<file path="src/rtl/pair_symbol_encoder.sv">
// Serializes a parallel word onto x1/x2 as two-cycle symbols so that a downstream
// equality pulse detector reproduces each '1' bit as a single high y_out cycle.
module pair_symbol_encoder #(
  parameter int WIDTH     = 8,
  parameter bit MSB_FIRST = 1'b1
) (
  input  logic             clk,
  input  logic             rst,
  input  logic [WIDTH-1:0] data_in,
  input  logic             load,
  output logic             ready,
  output logic             busy,
  output logic             done,
  output logic             x1,
  output logic             x2
);

  localparam int CW = (WIDTH > 1) ? $clog2(WIDTH) : 1;
  localparam logic [CW-1:0] LAST_BIT = CW'(WIDTH - 1);

  typedef enum logic [1:0] {
    IDLE,
    SLOT_A,
    SLOT_B
  } state_t;

  state_t           state;
  logic [WIDTH-1:0] shreg;
  logic [WIDTH-1:0] shreg_next;
  logic [CW-1:0]    bit_cnt;
  logic             phase;

  // The bit on the wire is always taken from the head of the shift register.
  function automatic logic head(input logic [WIDTH-1:0] w);
    return MSB_FIRST ? w[WIDTH-1] : w[0];
  endfunction

  always_comb begin
    shreg_next = MSB_FIRST ? (shreg << 1) : (shreg >> 1);
  end

  always_ff @(posedge clk) begin
    if (rst) begin
      state   <= IDLE;
      shreg   <= '0;
      bit_cnt <= '0;
      phase   <= 1'b0;
      x1      <= 1'b1;
      x2      <= 1'b0;
      ready   <= 1'b1;
      busy    <= 1'b0;
      done    <= 1'b0;
    end else begin
      done <= 1'b0;
      case (state)
        IDLE: begin
          if (load) begin
            state   <= SLOT_A;
            shreg   <= data_in;
            bit_cnt <= '0;
            phase   <= 1'b0;
            ready   <= 1'b0;
            busy    <= 1'b1;
            // First bit goes out at phase 0: equal 00 for '1', differ 10 for '0'.
            {x1, x2} <= head(data_in) ? 2'b00 : 2'b10;
          end else begin
            {x1, x2} <= 2'b10;
          end
        end
        SLOT_A: begin
          state    <= SLOT_B;
          {x1, x2} <= {~phase, phase};
        end
        SLOT_B: begin
          if (bit_cnt == LAST_BIT) begin
            state    <= IDLE;
            ready    <= 1'b1;
            busy     <= 1'b0;
            done     <= 1'b1;
            {x1, x2} <= 2'b10;
          end else begin
            state    <= SLOT_A;
            shreg    <= shreg_next;
            bit_cnt  <= bit_cnt + 1'b1;
            phase    <= ~phase;
            // Symbol for the next bit uses the toggled phase.
            {x1, x2} <= head(shreg_next) ? {~phase, ~phase} : {phase, ~phase};
          end
        end
        default: begin
          state    <= IDLE;
          ready    <= 1'b1;
          busy     <= 1'b0;
          {x1, x2} <= 2'b10;
        end
      endcase
    end
  end

endmodule

</file>
<file path="config.mk">
export PLATFORM = sky130hd
export DESIGN_NAME = pair_symbol_encoder
export DESIGN_NICKNAME = d
export VERILOG_FILES = /design/src/rtl/pair_symbol_encoder.sv
export SDC_FILE = /design/constraint.sdc
export NUM_CORES = 1
export LEC_CHECK = 0
export ABC_AREA = 1
export CAP_MARGIN = 25
export CORE_ASPECT_RATIO = 1.25
export CORE_MARGIN = 8
export CORE_UTILIZATION = 50
export CTS_CLUSTER_SIZE = 25
export DETAILED_ROUTE_END_ITERATION = 12
export GPL_TIMING_DRIVEN = 0
export PLACE_DENSITY = 0.76
export SYNTH_ARGS = -nofsm -noshare
export SYNTH_HDL_FRONTEND = slang
export SYNTH_SLANG_ARGS = --single-unit
export TNS_END_PERCENT = 30
</file>
<file path="constraint.sdc">
create_clock -name clk -period 2.67 [get_ports clk]
set_input_delay 0.267 -clock clk [delete_from_list [all_inputs] [get_ports clk]]
set_output_delay 0.267 -clock clk [all_outputs]
set_load 0.005 [all_outputs]
</file>
==> results.py <==
metrics = {
    "power": {
        "power_per_cell_area_nw_per_um2": 855,
        "leakagePower_nw": 0.630,
        "power_mw": 1.01,
        "peakVddDrop_mv": 0.417,
    },
    "worst_setup_path": {
        "r2r_start": "state[0]$_SDFFE_PP0P_",
        "cp-start-kind": "register",
        "endpoint": "shreg[5]$_SDFFE_PP0P_",
        "cp_common_cell": "nor2_1",
        "r2r_end": "shreg[5]$_SDFFE_PP0P_",
        "worstSetupPathDepth": 7,
        "critPathArrivalTime_ps": 1750,
        "reg2reg_depth": 7,
        "cpPeakStageDelay_ps": 350,
        "crit_path_start": "state[0]$_SDFFE_PP0P_",
        "worstSetupEndpointType": "register",
        "cp_top_family": "buffers and inverters",
        "cp_num_buf_inv": 3,
        "reg2reg_slack_ps": 1160,
        "crit_type": "register to register",
        "cp.required_ps": 2910,
        "path_max_fanout": 10,
        "crit_chain": "inv_1, ha_1, inv_2, buf_4, o21ai_0, nor2_1, nor2_1",
        "slowest_stage": "dfxtp_1",
    },
    "run": {
        "cap_violations": 0,
    },
    "timing": {
        "slew_headroom_pct": 81.2,
        "hold_slack_ps": 459,
        "period_needed_ps": 1510,
        "max_slew.worst_pin.slew_ps": 282,
        "finalHoldViolCount": 0,
        "maxSlewViolCount": 0,
        "rsz0062_at_grt": "no",
        "setup_tns_ps": 0,
        "period_share_pct": 56.6,
        "max_freq_mhz": 662,
        "final-setup-viol-count": 0,
        "clock-skew-final_ps": 1.04,
    },
    "detailed_routing": {
        "drtAntennaViolNets": 0,
        "firstDrtPassIters": 4,
        "wl_per_cell_um": 10.7,
        "drt_wl_total_um": 2000,
        "drt-vias-per-instance": 4.73,
        "drtIter0Drc": 11,
        "drc_errors": 0,
        "num_vias": 884,
    },
    "yosys": {
        "synth_seq_cells": 18,
        "syn-cell-area_um2": 971,
        "ys_types": 16,
        "synth_nets": 166,
        "synthTopCellsByArea": "dfxtp_1 37%, nand2_1 17%, nor2_1 12%",
        "seq_area_frac_synth_pct": 37.1,
        "synth-warning-count": 0,
        "syn_area_per_cell_um2": 6.56,
        "synth_top_area_cell": "dfxtp_1",
        "syn_inst": 148,
        "synth_top_cell_area_share_pct": 37.1,
    },
    "worst_hold_path": {
        "hp-start": "busy$_SDFFE_PP0P_",
        "hold_path_class": "register to register",
    },
    "floorplanning": {
        "rows": 18,
        "io_pins": 16,
        "die_w_um": 55.4,
        "core_area_um2": 1910,
        "dieArea_um2": 3620,
        "die_h_um": 65.3,
        "start_util_pct": 50.7,
    },
    "clock_tree": {
        "insertion_delay_ps": 290,
        "cts_resized": 0,
        "clkSlewWorstSetupHoldPaths_ps": 110,
        "htree_levels": 1,
        "clock-root-buffer": "clkbuf_4",
        "ctsHoldBuffers": 0,
        "cts.path.max_buffers": 2,
        "cts_tree": "done",
        "cts_buffers": 3,
        "post_cts_buffers": 0,
        "cts.sinks": 18,
    },
    "layout": {
        "drive_above_1_share_pct": 7.19,
        "num_antenna_cells": 0,
        "syn_to_final_growth_pct": 21.8,
        "final_nets": 186,
        "final_common_cell": "nand2_1",
        "layout_common_cells": "44 x nand2_1, 30 x nor2_1, 23 x inv_1",
        "final_cells": 187,
    },
    "global_routing": {
        "grt.total_usage_pct": 11.8,
        "grt_first_pass_wirelength_um": 3600,
        "grt_pass1_vias": 867,
        "grt_max_degree": 11,
        "grt.overflow.total": 0,
        "antenna_found_initial": 0,
    },
    "run_status": {
        "status": "completed",
    },
    "place": {
        "port_buffers": 15,
        "numPlacedInstances": 183,
        "gp_congestion": 0.840,
        "dp_hpwl_um": 1510,
    },
}
## logic make-up (layout without fill, tap and decap cells)
logic type / after synthesis / after routing / share of synthesized area (%)
adder cells (fa/ha/maj): 7 / 7 / 9.02
AO/OA/AOI/OAI: 12 / 12 / 6.44
AND/OR/NAND/NOR: 83 / 83 / 34.3
buffers and inverters: 28 / 47 / 13.1
flip-flops: 18 / 18 / 37.1
## report_power, final
part           internal (mW)  switching (mW)  total (mW)
sequential             0.345          0.0403       0.386
clock                 0.0831          0.0881       0.171
combinational          0.193           0.261       0.454
total                  0.621           0.389        1.01
## Yosys cell counts, drive strengths merged
| cell | n |
|---|---|
| a211oi | 1 |
| a21oi | 4 |
| buf | 4 |
| dfxtp | 18 |
| ha | 7 |
| inv | 24 |
| nand2 | 46 |
| nand3 | 5 |
| nand3b | 1 |
| nor2 | 30 |
| nor3 | 1 |
| o21ai | 7 |
## through the flow
step	area, um2	util (%)	setup slack, ps
6_report	1180	61.8	1160
5_1_grt	1180	61.8	970
4_1_cts	1180	61.8	1170
3_5_place_dp	1150	59.9	1190
3_3_place_gp	1150	59.9	1240
2_1_floorplan	971	-	1380
## layer usage
metal	part of all wire (%)	GRT usage, %	vias up
li1	-	-	478
met3	5.2	3.08	5
met1	42	12.3	378
met2	51	21.6	23
met4	2.0	5.56	0
met5	0	0	-
## worst reg2reg max path, cell delays in order, from the launching register on
cell	delay [ps]
dfxtp_1	350
inv_1	90
ha_1	320
inv_2	140
buf_4	190
o21ai_0	160
nor2_1	70
nor2_1	120
## worst min-delay path by stage
| stage | to | slack, ps | depth (start not counted) |
|---|---|---|---|
| after floorplan | state[0]$_SDFFE_PP0P_ | 340 | 1 |
| final | busy$_SDFFE_PP0P_ | 460 | 2 |
| after global routing | busy$_SDFFE_PP0P_ | 490 | 2 |
| after detailed placement | busy$_SDFFE_PP0P_ | 450 | 2 |
| after CTS | busy$_SDFFE_PP0P_ | 460 | 2 |
| after global placement | busy$_SDFFE_PP0P_ | 440 | 2 |
## registers in the layout, summed over array words and instances, names as in the netlist
name / cells
bit_cnt: 3
busy: 1
done: 1
phase: 1
ready: 1
shreg: 7
state: 2
x1: 1
x2: 1
## cell type report
type                    count  area (um2)
plain buffers               4        37.5
clock buffers               4        36.3
fillers                   188         732
inverters                  24        90.1
multi-input cells         102         483
flip-flops and latches     18         360
well taps                  20        25.0
repair buffers             15         150
Power figures use the tool's default switching activity.
==> edit, RTL diff (config.mk and constraints unchanged) <==
Encoding of `state_t`: now one-hot (3 bits for 3 states).
--- a/src/rtl/pair_symbol_encoder.sv
+++ b/src/rtl/pair_symbol_encoder.sv
@@ -19,8 +19,8 @@
   localparam logic [CW-1:0] LAST_BIT = CW'(WIDTH - 1);
 
-  typedef enum logic [1:0] {
-    IDLE,
-    SLOT_A,
-    SLOT_B
+  typedef enum logic [2:0] {
+    IDLE   = 3'b001,
+    SLOT_A = 3'b010,
+    SLOT_B = 3'b100
   } state_t;
 
Function: no difference found for any inputs over 10 cycles, from zero or initial values and one cycle with rst high; not proved beyond that.
==> edit against the original RTL <==
- worst setup slack worse by 40 ps
- critical endpoint is now shreg[1]$_SDFFE_PP0P_
- routed wire length decreased by 8.0%
- via count shrank 5.5%
- non-clock buffer count is 2 lower
- total power shrank 22%
- critical path depth is 2 higher
- design area fell by 1.8%
- synthesized area down 0.13%
- sequential cell count grew 1
==> edit: results (changes against the original RTL) <==
GRT
  – Initial antenna violation count: 0 (unchanged)
  – Largest net degree at the start of global routing: 11 (unchanged)
  – First-pass GRT wire length: 3190 um (-11%)
  – Vias in the first global route: 817 (-5.8%)
  – GR Util All Layers: 10.1% (-1.7 points)

CTS
  – Root Buffer Master: clkbuf_4
  – Skew-Pair Late Insertion Delay: 290 ps (about the same)
  – H-tree Lvls: 1 (unchanged)
  – Clk buf depth: 2 (unchanged)
  – Total CTS buffers: 3 (unchanged)
  – Post-CTS Setup Inserts: 0 (unchanged)
  – Worst-path clk slew: 110 ps (about the same)
  – Post_cts resized: 0 (unchanged)

Detailed routing
  – DR iter-0 viols: 9 (-2)
  – TritonRoute pass-1 iters: 4 (unchanged)
  – Via density: 5.00 (+5.8%)
  – Remaining DRCs: 0 (unchanged)
  – WL final: 1840 um (-8.0%)

Worst setup path
  – Crit-path max FO: 10 (unchanged)
  – CP peak stage delay: 350 ps (about the same)
  – Crit path DAT: 1750 ps (about the same)
  – CP Launch Point: bit_cnt[1]$_SDFFE_PP0P_
  – Crit path max-delay family: simple AND/OR/NAND/NOR gates
  – Critical Path Slowest Stage Cell: dfxtp_1

Synthesis
  – Top_reg_cell synth: dfxtp_1
  – Synth warn: 0 (unchanged)
  – Synth async-reset ratio: 0% (unchanged)
  – Synthesized Nets: 142 (-14%)
  – Post-synth top cells: 31 x nand2_1, 19 x dfxtp_1, 16 x inv_1, 12 x nor2_1, 9 x nor2_2
  – Fraction of the yosys area taken by sequential cells: 39.2% (+2.1 points)
  – Yosys cell types: 25 (+9)
  – Synth top area cells: dfxtp_1 39%, nand2_1 12%, inv_1 6.2%

Place
  – Port bufs: 14 (-1)
  – Gpl congestion: 0.781 (-7.0%)
  – DP Wirelength: 1410 um (-6.7%)

Outcome
  – Outcome: completed

Hold path
  – Hold_sp: rst
  – HP Class: in -> reg

Power
  – VDD IR-drop max: 0.384 mV (-7.9%)
  – Pint: 0.513 mW (-17%)
  – P_leak: 0.538 nW (-15%)

Finish
  – Fin nets: 161 (-13%)
  – Layout cells sized above 1: 19.7% (+13 points)
  – # fillers: 185 (-1.6%)
  – ANT cells: 0 (unchanged)
  – Largest registers: shreg: 7 flops, bit_cnt: 3 flops, state: 3 flops

Timing
  – Layout Skew: 2.98 ps (+1.95 ps)
  – Relative slew slack: 81.8% (+0.59 points)
-- edit: cell count changes in the layout (fill, tap and decap cells not counted), moves of 5 or more --
cell and delta:
nor2_1 -18, nand2_1 -13, nor2_2 +9, inv_1 -7, o21ai_0 -6, o21ai_1 +6, ha_1 -5
-- edit: worst paths after layout --
path	cells after the start	endpoint	slack, ps
worst max-delay path	9	shreg[1]$_SDFFE_PP0P_	1120
worst min register to register	2	busy$_SDFFE_PP0P_	470
worst min-delay path	2	phase$_SDFFE_PP0P_	300
worst max register to register	9	shreg[1]$_SDFFE_PP0P_	1120
-- edit: cells by family (layout without fill, tap and decap cells) --
family / after synthesis / after routing / synth area share [%]
AOI/OAI and AO/OA: 15 / 15 / 8.65
DFF: 19 / 19 / 39.2
and+or+nand+nor: 71 / 71 / 38.8
adders and majority gates: 2 / 2 / 2.58
buffers and inverters: 22 / 40 / 10.7
-- edit: area by class of cell --
| type | count | area, sq um | share of cell area [%] |
|---|---|---|---|
| Multi-Input combinational cell | 88 | 485 | 41.8 |
| Sequential cell | 19 | 380 | 32.8 |
| Timing Repair Buffer | 14 | 140 | 12.1 |
| Inverter | 19 | 71.3 | 6.14 |
| Buffer | 3 | 32.5 | 2.80 |
| Clock buffer | 4 | 26.3 | 2.26 |
| Tap cell | 20 | 25.0 | 2.16 |
-- edit: power by group through the flow --
stage	logic [mW]	registers, mW	clock network (mW)
final	0.295	0.352	0.143
after detailed placement	0.297	0.359	0
after CTS	0.299	0.352	0.151
after floorplan	0.227	0.356	0
after global placement	0.288	0.357	0
after global routing	0.330	0.356	0.157
-- edit: stage by stage --
stage | setup slack [ps] | cells | area [sq um]
6_report | 1120 | 167 | 1160
2_1_floorplan | 1260 | 129 | 970
3_3_place_gp | 1170 | 163 | 1130
3_5_place_dp | 1130 | 163 | 1130
4_1_cts | 1100 | 167 | 1160
5_1_grt | 1010 | 167 | 1160
-- edit: routing by layer --
layer / wire, um / vias to the layer above / global-route usage (%)
met1: 852 / 384 / 11.1
li1: - / 435 / -
met3: 75 / 2 / 2.50
met2: 899 / 14 / 18.4
met5: 0 / - / 0
met4: 9 / 0 / 3.70
-- edit: worst register-to-register path, stage by stage, from the launching register on --
cell,delay (ps)
dfxtp_1,350
ha_1,190
ha_1,200
inv_1,90
nand3_2,140
nand2_4,120
nand2_8,80
buf_12,160
nor2_2,90
nor2_1,50
